## src/rtl/alu_pkg.sv

```systemverilog
// alu_mdu shared package: opcodes, FSM states, mul/div decode.
// ALU_MDU_DIV_EN enables the divide/remainder opcodes.
package alu_pkg;

  typedef enum logic [1:0] {
    ST_IDLE = 2'd0,
    ST_CALC = 2'd1,
    ST_DONE = 2'd2
  } state_e;

  localparam logic [4:0] ALU_AND    = 5'd0;
  localparam logic [4:0] ALU_OR     = 5'd1;
  localparam logic [4:0] ALU_XOR    = 5'd2;
  localparam logic [4:0] ALU_ADD    = 5'd3;
  localparam logic [4:0] ALU_SUB    = 5'd4;
  localparam logic [4:0] ALU_SLL    = 5'd5;
  localparam logic [4:0] ALU_SRL    = 5'd6;
  localparam logic [4:0] ALU_SRA    = 5'd7;
  localparam logic [4:0] ALU_SLT    = 5'd8;
  localparam logic [4:0] ALU_SLTU   = 5'd9;
  localparam logic [4:0] ALU_MUL    = 5'd10;
  localparam logic [4:0] ALU_MULH   = 5'd11;
  localparam logic [4:0] ALU_MULHSU = 5'd12;
  localparam logic [4:0] ALU_MULHU  = 5'd13;
  localparam logic [4:0] ALU_DIV    = 5'd14;
  localparam logic [4:0] ALU_DIVU   = 5'd15;
  localparam logic [4:0] ALU_REM    = 5'd16;
  localparam logic [4:0] ALU_REMU   = 5'd17;

`ifdef ALU_MDU_DIV_EN
  localparam bit DIV_EN = 1'b1;
`else
  localparam bit DIV_EN = 1'b0;
`endif

  function automatic logic is_mul(input logic [4:0] op);
    return (op == ALU_MUL) | (op == ALU_MULH) |
           (op == ALU_MULHSU) | (op == ALU_MULHU);
  endfunction

  function automatic logic is_div(input logic [4:0] op);
    return (op == ALU_DIV) | (op == ALU_DIVU) |
           (op == ALU_REM) | (op == ALU_REMU);
  endfunction

  function automatic logic is_muldiv(input logic [4:0] op);
    return is_mul(op) | (DIV_EN & is_div(op));
  endfunction

endpackage

```

## src/rtl/alu_mdu_iter.sv

```systemverilog
// Iterative mul/div engine: start,op,a,b -> done,res after WIDTH+1 cycles.
// Shift-add multiply; restoring divide only with ALU_MDU_DIV_EN.
module alu_mdu_iter
  import alu_pkg::*;
#(
  parameter int WIDTH = 32
) (
  input  logic             clk,
  input  logic             rst_n,
  input  logic             kill_i,
  input  logic             start_i,
  input  logic [4:0]       op_i,
  input  logic [WIDTH-1:0] a_i,
  input  logic [WIDTH-1:0] b_i,
  output logic             done_o,
  output logic [WIDTH-1:0] res_o
);

  localparam int CW = $clog2(WIDTH + 1);
  localparam logic [CW-1:0] LAST = CW'(WIDTH);

  logic             run_q;
  logic             sel_q;
  logic             neg_q;
  logic [CW-1:0]    cnt_q;
  logic [WIDTH-1:0] b_q;
  logic [WIDTH-1:0] hi_q;
  logic [WIDTH-1:0] lo_q;
`ifdef ALU_MDU_DIV_EN
  logic             div_q;
  logic             zdiv_q;
`endif

  logic             op_div;
  logic             op_sel;
  logic             sa;
  logic             sb;
  logic             an;
  logic             bn;
  logic [WIDTH-1:0] ma;
  logic [WIDTH-1:0] mb;
  logic             ld_neg;
  logic [WIDTH-1:0] ld_b;
  logic [WIDTH-1:0] ld_lo;

  // Operand magnitudes; sign restored in the final cycle.
  always_comb begin
    op_div = DIV_EN & is_div(op_i);
    op_sel = (op_i == ALU_MULH) | (op_i == ALU_MULHSU) |
             (op_i == ALU_MULHU) | (op_i == ALU_REM) |
             (op_i == ALU_REMU);
    sa = (op_i == ALU_MUL) | (op_i == ALU_MULH) |
         (op_i == ALU_MULHSU) | (op_i == ALU_DIV) |
         (op_i == ALU_REM);
    sb = (op_i == ALU_MUL) | (op_i == ALU_MULH) |
         (op_i == ALU_DIV) | (op_i == ALU_REM);
    an = sa & a_i[WIDTH-1];
    bn = sb & b_i[WIDTH-1];
    ma = an ? -a_i : a_i;
    mb = bn ? -b_i : b_i;
    // Remainder follows the dividend's sign only.
    ld_neg = (op_div & op_sel) ? an : (an ^ bn);
    ld_b   = op_div ? mb : ma;
    ld_lo  = op_div ? ma : mb;
  end

  logic [WIDTH:0]   madd;
  logic [WIDTH-1:0] hi_d;
  logic [WIDTH-1:0] lo_d;
`ifdef ALU_MDU_DIV_EN
  logic [WIDTH:0]   rs;
  logic             ge;
  logic [WIDTH-1:0] df;
`endif

  always_comb begin
    madd = {1'b0, hi_q} + (lo_q[0] ? {1'b0, b_q} : '0);
    {hi_d, lo_d} = {madd, lo_q[WIDTH-1:1]};
`ifdef ALU_MDU_DIV_EN
    rs = {hi_q, lo_q[WIDTH-1]};
    ge = rs >= {1'b0, b_q};
    df = rs[WIDTH-1:0] - b_q;
    if (div_q) begin
      hi_d = ge ? df : rs[WIDTH-1:0];
      lo_d = {lo_q[WIDTH-2:0], ge};
    end
`endif
  end

  always_ff @(posedge clk or negedge rst_n) begin
    if (!rst_n) begin
      run_q  <= 1'b0;
      sel_q  <= 1'b0;
      neg_q  <= 1'b0;
      cnt_q  <= '0;
      b_q    <= '0;
      hi_q   <= '0;
      lo_q   <= '0;
`ifdef ALU_MDU_DIV_EN
      div_q  <= 1'b0;
      zdiv_q <= 1'b0;
`endif
    end else if (kill_i) begin
      run_q <= 1'b0;
    end else if (start_i) begin
      run_q  <= 1'b1;
      sel_q  <= op_sel;
      neg_q  <= ld_neg;
      cnt_q  <= '0;
      b_q    <= ld_b;
      hi_q   <= '0;
      lo_q   <= ld_lo;
`ifdef ALU_MDU_DIV_EN
      div_q  <= op_div;
      zdiv_q <= (b_i == '0);
`endif
    end else if (run_q) begin
      if (cnt_q == LAST) begin
        run_q <= 1'b0;
      end else begin
        cnt_q <= cnt_q + CW'(1);
        hi_q  <= hi_d;
        lo_q  <= lo_d;
      end
    end
  end

  logic [2*WIDTH-1:0] prod;
  logic [2*WIDTH-1:0] prod_f;

  // Sign-fix cycle: cnt_q == LAST.
  always_comb begin
    prod   = {hi_q, lo_q};
    prod_f = neg_q ? -prod : prod;
    res_o  = sel_q ? prod_f[2*WIDTH-1:WIDTH] : prod_f[WIDTH-1:0];
`ifdef ALU_MDU_DIV_EN
    if (div_q) begin
      if (sel_q)       res_o = neg_q ? -hi_q : hi_q;
      else if (zdiv_q) res_o = '1;
      else             res_o = neg_q ? -lo_q : lo_q;
    end
`endif
  end

  assign done_o = run_q & (cnt_q == LAST);

endmodule

```

## src/rtl/alu_mdu.sv

```systemverilog
// EX-stage integer unit: 1-cycle ALU ops plus iterative mul/div, valid/ready.
// Ports: clk rst_n flush in_valid/in_ready aluctrl in1 in2 out_valid/out_ready result zero busy; ALU_MDU_DIV_EN.
module alu_mdu
  import alu_pkg::*;
#(
  parameter int WIDTH  = 32,
  parameter int CTRL_W = 5
) (
  input  logic              clk,
  input  logic              rst_n,
  input  logic              flush,
  input  logic              in_valid,
  output logic              in_ready,
  input  logic [CTRL_W-1:0] aluctrl,
  input  logic [WIDTH-1:0]  in1,
  input  logic [WIDTH-1:0]  in2,
  output logic              out_valid,
  input  logic              out_ready,
  output logic [WIDTH-1:0]  result,
  output logic              zero,
  output logic              busy
);

  localparam int SW = $clog2(WIDTH);

  state_e           state_q;
  state_e           state_d;
  logic [WIDTH-1:0] result_q;
  logic [WIDTH-1:0] result_d;

  // Codes beyond the 5-bit space fold onto an undefined opcode.
  logic [31:0] opw;
  logic [4:0]  op;
  assign opw = 32'(aluctrl);
  assign op  = (opw > 32'd31) ? 5'h1f : opw[4:0];

  logic md;
  logic accept;
  assign md       = is_muldiv(op);
  assign in_ready = !flush & ((state_q == ST_IDLE) |
                    ((state_q == ST_DONE) & out_ready));
  assign accept   = in_valid & in_ready;

  logic [SW-1:0]    shamt;
  logic [WIDTH-1:0] simple;
  assign shamt = in2[SW-1:0];

  always_comb begin
    simple = '0;
    unique case (1'b1)
      (op == ALU_AND):  simple = in1 & in2;
      (op == ALU_OR):   simple = in1 | in2;
      (op == ALU_XOR):  simple = in1 ^ in2;
      (op == ALU_ADD):  simple = in1 + in2;
      (op == ALU_SUB):  simple = in1 - in2;
      (op == ALU_SLL):  simple = in1 << shamt;
      (op == ALU_SRL):  simple = in1 >> shamt;
      (op == ALU_SRA):  simple = $unsigned($signed(in1) >>> shamt);
      (op == ALU_SLT):  simple = {{(WIDTH-1){1'b0}},
                                  $signed(in1) < $signed(in2)};
      (op == ALU_SLTU): simple = {{(WIDTH-1){1'b0}}, in1 < in2};
      default:          simple = '0;
    endcase
  end

  logic             it_done;
  logic [WIDTH-1:0] it_res;

  alu_mdu_iter #(
    .WIDTH (WIDTH)
  ) u_iter (
    .clk     (clk),
    .rst_n   (rst_n),
    .kill_i  (flush),
    .start_i (accept & md),
    .op_i    (op),
    .a_i     (in1),
    .b_i     (in2),
    .done_o  (it_done),
    .res_o   (it_res)
  );

  always_comb begin
    state_d  = state_q;
    result_d = result_q;
    unique case (state_q)
      ST_IDLE: if (accept) state_d = md ? ST_CALC : ST_DONE;
      ST_CALC: if (it_done) state_d = ST_DONE;
      ST_DONE: begin
        if (out_ready) begin
          if (accept) state_d = md ? ST_CALC : ST_DONE;
          else        state_d = ST_IDLE;
        end
      end
      default: state_d = ST_IDLE;
    endcase
    if (accept & !md) result_d = simple;
    if ((state_q == ST_CALC) & it_done & !flush) result_d = it_res;
    if (flush) state_d = ST_IDLE;
  end

  always_ff @(posedge clk or negedge rst_n) begin
    if (!rst_n) begin
      state_q  <= ST_IDLE;
      result_q <= '0;
    end else begin
      state_q  <= state_d;
      result_q <= result_d;
    end
  end

  assign out_valid = (state_q == ST_DONE);
  assign busy      = (state_q == ST_CALC);
  assign result    = result_q;
  assign zero      = (result_q == '0);

endmodule

```

## config.mk

```make
export PLATFORM = sky130hd
export DESIGN_NAME = alu_mdu
export DESIGN_NICKNAME = d
export VERILOG_FILES = /design/src/rtl/alu_pkg.sv /design/src/rtl/alu_mdu_iter.sv /design/src/rtl/alu_mdu.sv
export SDC_FILE = /design/constraint.sdc
export NUM_CORES = 1
export LEC_CHECK = 0
export ABC_AREA = 1
export ABC_CLOCK_PERIOD_IN_PS = 2300
export CAP_MARGIN = 20
export CORE_UTILIZATION = 50
export CTS_BUF_LIST = sky130_fd_sc_hd__clkbuf_8 sky130_fd_sc_hd__clkbuf_16
export CTS_CLUSTER_SIZE = 10
export DETAILED_ROUTE_END_ITERATION = 6
export PLACE_DENSITY = 0.65
export SETUP_SLACK_MARGIN = 0.5
export SYNTH_ARGS = -nofsm -noshare
export SYNTH_HDL_FRONTEND = slang
export SYNTH_HIERARCHICAL = 1
export SYNTH_SLANG_ARGS = --single-unit
```

## constraint.sdc

```tcl
create_clock -name clk -period 2.3 [get_ports clk]
set_clock_uncertainty 0.05 [all_clocks]
set_input_delay 0.345 -clock clk [delete_from_list [all_inputs] [get_ports clk]]
set_output_delay 0.345 -clock clk [all_outputs]
set_load 0.02 [all_outputs]
```

==> summary.md, run 1 <==
| Metric | Value |
|---|---|
| Main synth FF type | dfrtp_1 |
| Worst endpoint type | register data pin |
| Post-synthesis compound-gate area fraction | 10.6% |
| Placed inst area | 31900 µm² |
| Log Error | [ERROR GRT-0232] Routing congestion too high. Check the congestion heatmap in the GUI. |
| Grt ovf | 123 |
| Failing step | 5_1_grt |
| Initial Util | 51.0% |
| Post-synthesis mux area share | 0% |
| DP HPWL | 103000 µm |
| Inserted Clock Buffers | 17 |
| Placer Congestion | 1.11 |
| EDFF count, synth | 0 |
| Adder-Cell Fraction of Synth Area | 7.90% |
| CTS root buf | clkbuf_16 |
| Worst_ep grt | u_iter/hi_q[30]$_DFFE_PN0P_/D |
| Main combinational cell family by area after synthesis | simple AND/OR/NAND/NOR gates |
| CTS max path bufs | 2 |
| Yosys reg bits | 139 |
| Die Height | 221 µm |
| Synth Area in XOR/XNOR | 1.28% |
| Average cell area after synthesis | 5.29 µm² |
| Mapped cell area | 23900 µm² |
| Num ports | 110 |
| H-tree depth | 4 |
| Async S/R FF share, synth | 100% |
| Post-Synth Simple-Gate Area | 51.2% |
| Sequential cell area fraction in the yosys report | 14.6% |
| Synthesized Nets | 4739 |
| Num rows | 79 |
| Status | aborted with a tool error |
| Cell variety after synth | 51 |
| Largest net degree at the start of global routing | 58 |
| Die X | 221 µm |
| GRT Total Usage | 74.9% |
| TritonCTS Sinks | 139 |
| Synth Instances | 4516 |
| Port Buffers | 109 |
| Yosys warns | 6 |
## stage by stage
| step | hold WS, ps | instances | setup slack [ps] |
|---|---|---|---|
| 4_1_cts | 414 | 5963 | 64.0 |
| 3_3_place_gp | 322 | 5858 | -707 |
| 2_1_floorplan | -0.591 | 4516 | 175 |
| 3_5_place_dp | 331 | 5858 | -773 |
## cells in the mapped netlist (all sizes together), types with 19 or more instances
library cell / number / area share (%)
nand3: 607 / 13
inv: 687 / 11
o22ai: 43 / 1.1
nand2: 1664 / 27
o211ai: 19 / 0.60
ha: 146 / 7.7
o21bai: 25 / 0.79
nor2: 469 / 7.9
o21ai: 190 / 4.0
xor2: 30 / 1.1
nor3: 37 / 0.82
a21oi: 158 / 3.3
buf: 115 / 2.9
dfrtp: 139 / 15
nand4: 56 / 1.5
clkbuf: 44 / 0.70
## logic make-up after synthesis
| family | Yosys count |
|---|---|
| xor+xnor | 35 |
| compound gates | 456 |
| fa+ha+maj | 149 |
| simple gates | 2889 |
| flops | 139 |
| buf+inv | 848 |
## layer usage
metal | global-route usage, % | GRT overflow
met2 | 91.1 | 71
met5 | 30.2 | 0
met1 | 76.6 | 11
met3 | 58.8 | 4
met4 | 71.9 | 37
## what timing repair did
item / 4_1_cts
hold buffers: 1
cloned: 7
pin swaps: 98
buffers inserted: 65
resized for setup: 404
setup endpoints to repair: 174
endpoints found under the hold margin: 53
==> run 2: changes to the inputs <==
- CORE_UTILIZATION: 50 -> 35
- CTS_BUF_LIST: sky130_fd_sc_hd__clkbuf_8 sky130_fd_sc_hd__clkbuf_16 -> not set
- CTS_CLUSTER_SIZE: 10 -> not set
- PLACE_DENSITY: 0.65 -> not set
- PLACE_DENSITY_LB_ADDON: not set -> 0.15
- SETUP_SLACK_MARGIN: 0.5 -> not set
==> run 2 against run 1 <==
- the flow now finishes, with violations (negative setup slack)
- area after synthesis stayed put
- synthesized cell count stayed put
==> summary.md, run 2 <==
| Metric | Value |
|---|---|
| Share of layout cells above drive strength 1 | 29.9% |
| Main synth FF type | dfrtp_1 |
| CTS root buf | clkbuf_16 |
| Drt wl/cell | 21.4 µm |
| Clk_lat worst skew | 490 ps |
| Hold Slack | 259 ps |
| Final worst slack | -13.1 ps |
| First-pass GRT wire length | 194000 µm |
| Die ar. | 69300 µm² |
| Final Power | 19.1 mW |
| Via density | 5.26 |
| Minimum clock period | 2310 ps |
| Area share of the largest cell type after synthesis | 25.7% |
| Critical Path Slowest Stage Cell | dfrtp_1 |
| Max Transition Viols Final | 0 |
| Net Sw Power | 9.48 mW |
| TritonCTS Sinks | 139 |
| Failing checks | negative setup slack |
| Layout area overhead | 50.3% |
| Max VDD drop | 0.000483 V |
| Number of global-route vias before repair | 31000 |
| Via count | 33000 |
| Average cell area after synthesis | 5.29 µm² |
| Dominant cells by area after synthesis | nand2_1 (26%), dfrtp_1 (15%), nand3_1 (13%) |
| Die X | 263 µm |
| Crit path buf inv count | 5 |
| Mapped cell area | 23900 µm² |
| Largest net degree at the start of global routing | 65 |
| Power per standard cell area | 533 nW/µm² |
| Core area | 67300 µm² |
| Post-route DRC | 0 |
| Yosys warns | 6 |
| 1st-pass router iterations | 6 |
| Synthesized Nets | 4739 |
| Clock power share | 14.4% |
| Yosys reg bits | 139 |
| Internal power | 9.64 mW |
| Crit end category | flip-flop |
| Most frequent cells in the layout | nand2_1 (1473), buf_4 (826), inv_1 (575), nand3_1 (544), nor2_1 (326) |
| Final setup violation count | 3 |
| Setup CP Type | flip-flop to flip-flop |
| EDFF count, synth | 0 |
| Most common library cells after synthesis | nand2_1 (1635), inv_1 (665), nand3_1 (597), nor2_1 (440), o21ai_0 (164) |
| Net Sw Frac | 49.6% |
| Grt ovf | 0 |
| Max-cap violation count | 0 |
| RSZ-0062 raised after global routing | yes |
| Routed wire length | 134000 µm |
| CTS tree | built |
| Port Buffers | 109 |
| Relative slew slack | 61.4% |
| Fin crit share | 101% |
| Max incr delay on CP | 430 ps |
| Fmax | 432 MHz |
| Initial Util | 35.5% |
| Num rows | 95 |
| Antenna-violating nets left | 0 |
| DP HPWL | 112000 µm |
| Final Net Count | 5605 |
| Worst Path Required | 2620 ps |
| Actual slew at the worst max-slew pin | 578 ps |
| Reg clk slew, reported paths | 60 ps |
| CP arrival | 2630 ps |
| Sequential cell area fraction in the yosys report | 14.6% |
| Num ports | 110 |
| Leakage | 19.4 nW |
| Commonest non-fill, non-tap cell in the layout | nand2_1 |
| FF+latch area | 3490 µm² |
| DRT iter0 DRCs | 3185 |
| Cell variety after synth | 51 |
| GRT Total Usage | 37.7% |
| Delay-heaviest family, CP | simple AND/OR/NAND/NOR gates |
| Comb pwr share | 66.1% |
| Status | finished with violations |
| Async S/R FF share, synth | 100% |
| Hold Crit Class | input port to async pin |
| Area occupied by multi-input gates | 19600 µm² |
| Placer Congestion | 1.05 |
| Final setup TNS | -26.5 ps |
| Synth Instances | 4516 |
| Worst setup SP type | flip-flop |
| Antenna violations before repair | 6 |
| Sequential power share | 19.5% |
| Die Height | 263 µm |
| Cell with the most instances after synthesis | nand2_1 |
| Crit path cell chain | buf_12 -> buf_12 -> buf_12 -> nand2_2 -> inv_2 -> ha_4 -> nand2_2 -> inv_2 -> nand2_4 -> nor4_4 -> nand2_2 -> nand2_1 -> nand2_1 -> nand3_2 -> nand2_1 |
| Filler cells | 7100 |
| Inserted Clock Buffers | 17 |
| Max FO, Critical Path | 6 |
| CTS max path bufs | 2 |
| H-tree depth | 4 |
| Final hold violation count | 0 |
| Yosys top cell by area | nand2_1 |
## run 2: cell counts after synthesis
Identical to the previous run, type by type.
## run 2: layer usage
layer / global-route usage (%) / vias to the layer above / routed length [µm]
met5: 0 / - / 13
met4: 24.4 / 2 / 9790
met3: 4.14 / 339 / 8740
met2: 60.5 / 1384 / 59900
met1: 48.1 / 15200 / 55700
li1: - / 16000 / -
## run 2: cell families after synthesis
| logic type | Yosys count | synth area share [%] |
|---|---|---|
| adders and majority gates | 149 | 7.90 |
| DFF | 139 | 14.6 |
| AOI/OAI and AO/OA | 456 | 10.6 |
| and+or+nand+nor | 2889 | 51.2 |
| buffers and inverters | 848 | 14.4 |
| xor gates and xnor gates | 35 | 1.28 |
## run 2: area by class of cell
class,instances,share of cell area [%]
well taps,873,3.04
flip-flops and latches,139,9.74
clock inverters,11,0.276
inverters,689,7.29
multi-input cells,3529,54.7
diodes,4,0.0279
clock buffers,20,1.25
repair buffers,1006,23.7
## run 2: power by group through the flow
stage                     clock network [mW]  registers, mW  logic (mW)
final                                   2.76           3.72        12.6
after floorplan                            0           3.52        5.25
after CTS                               2.83           3.61        11.3
after global routing                    2.90           3.78        13.5
after global placement                     0           3.63        10.6
after detailed placement                   0           3.63        10.6
## run 2: metrics by stage
stage / cell area [µm²] / std cells / setup slack, ps / util [%]
after detailed placement: 32100 / 6190 / -866 / 47.7
final: 35900 / 6271 / -13.1 / 53.3
after floorplan: 23900 / 4516 / -4.92 / -
after global routing: 35900 / 6268 / -137 / 53.3
after global placement: 32100 / 6190 / -883 / 47.7
after CTS: 33900 / 6239 / -8.99 / 50.3
## run 2: timing repair
item	4_1_cts	5_1_grt
pin swaps	42	156
setup endpoints to repair	106	103
hold endpoints to repair	27	0
resized for setup	262	559
buffers inserted	17	27
hold buffers	1	0
gates cloned	0	2
## run 2: worst paths after layout
kind                              endpoint  cells after the start      startpoint  slack [ps]
min in group clk            u_iter/b_q[12]                      4         in1[12]         370
hold reg to reg             u_iter/b_q[19]                      2  u_iter/b_q[19]         430
setup reg to reg           u_iter/hi_q[29]                     15  u_iter/lo_q[0]         -10
setup / recovery           u_iter/hi_q[29]                     15  u_iter/lo_q[0]         -10
hold / removal             u_iter/hi_q[28]                      2           rst_n         260
max in group asynchronous  u_iter/lo_q[14]                      3           rst_n        1370
Note: power is estimated with default switching activity, not from simulation.
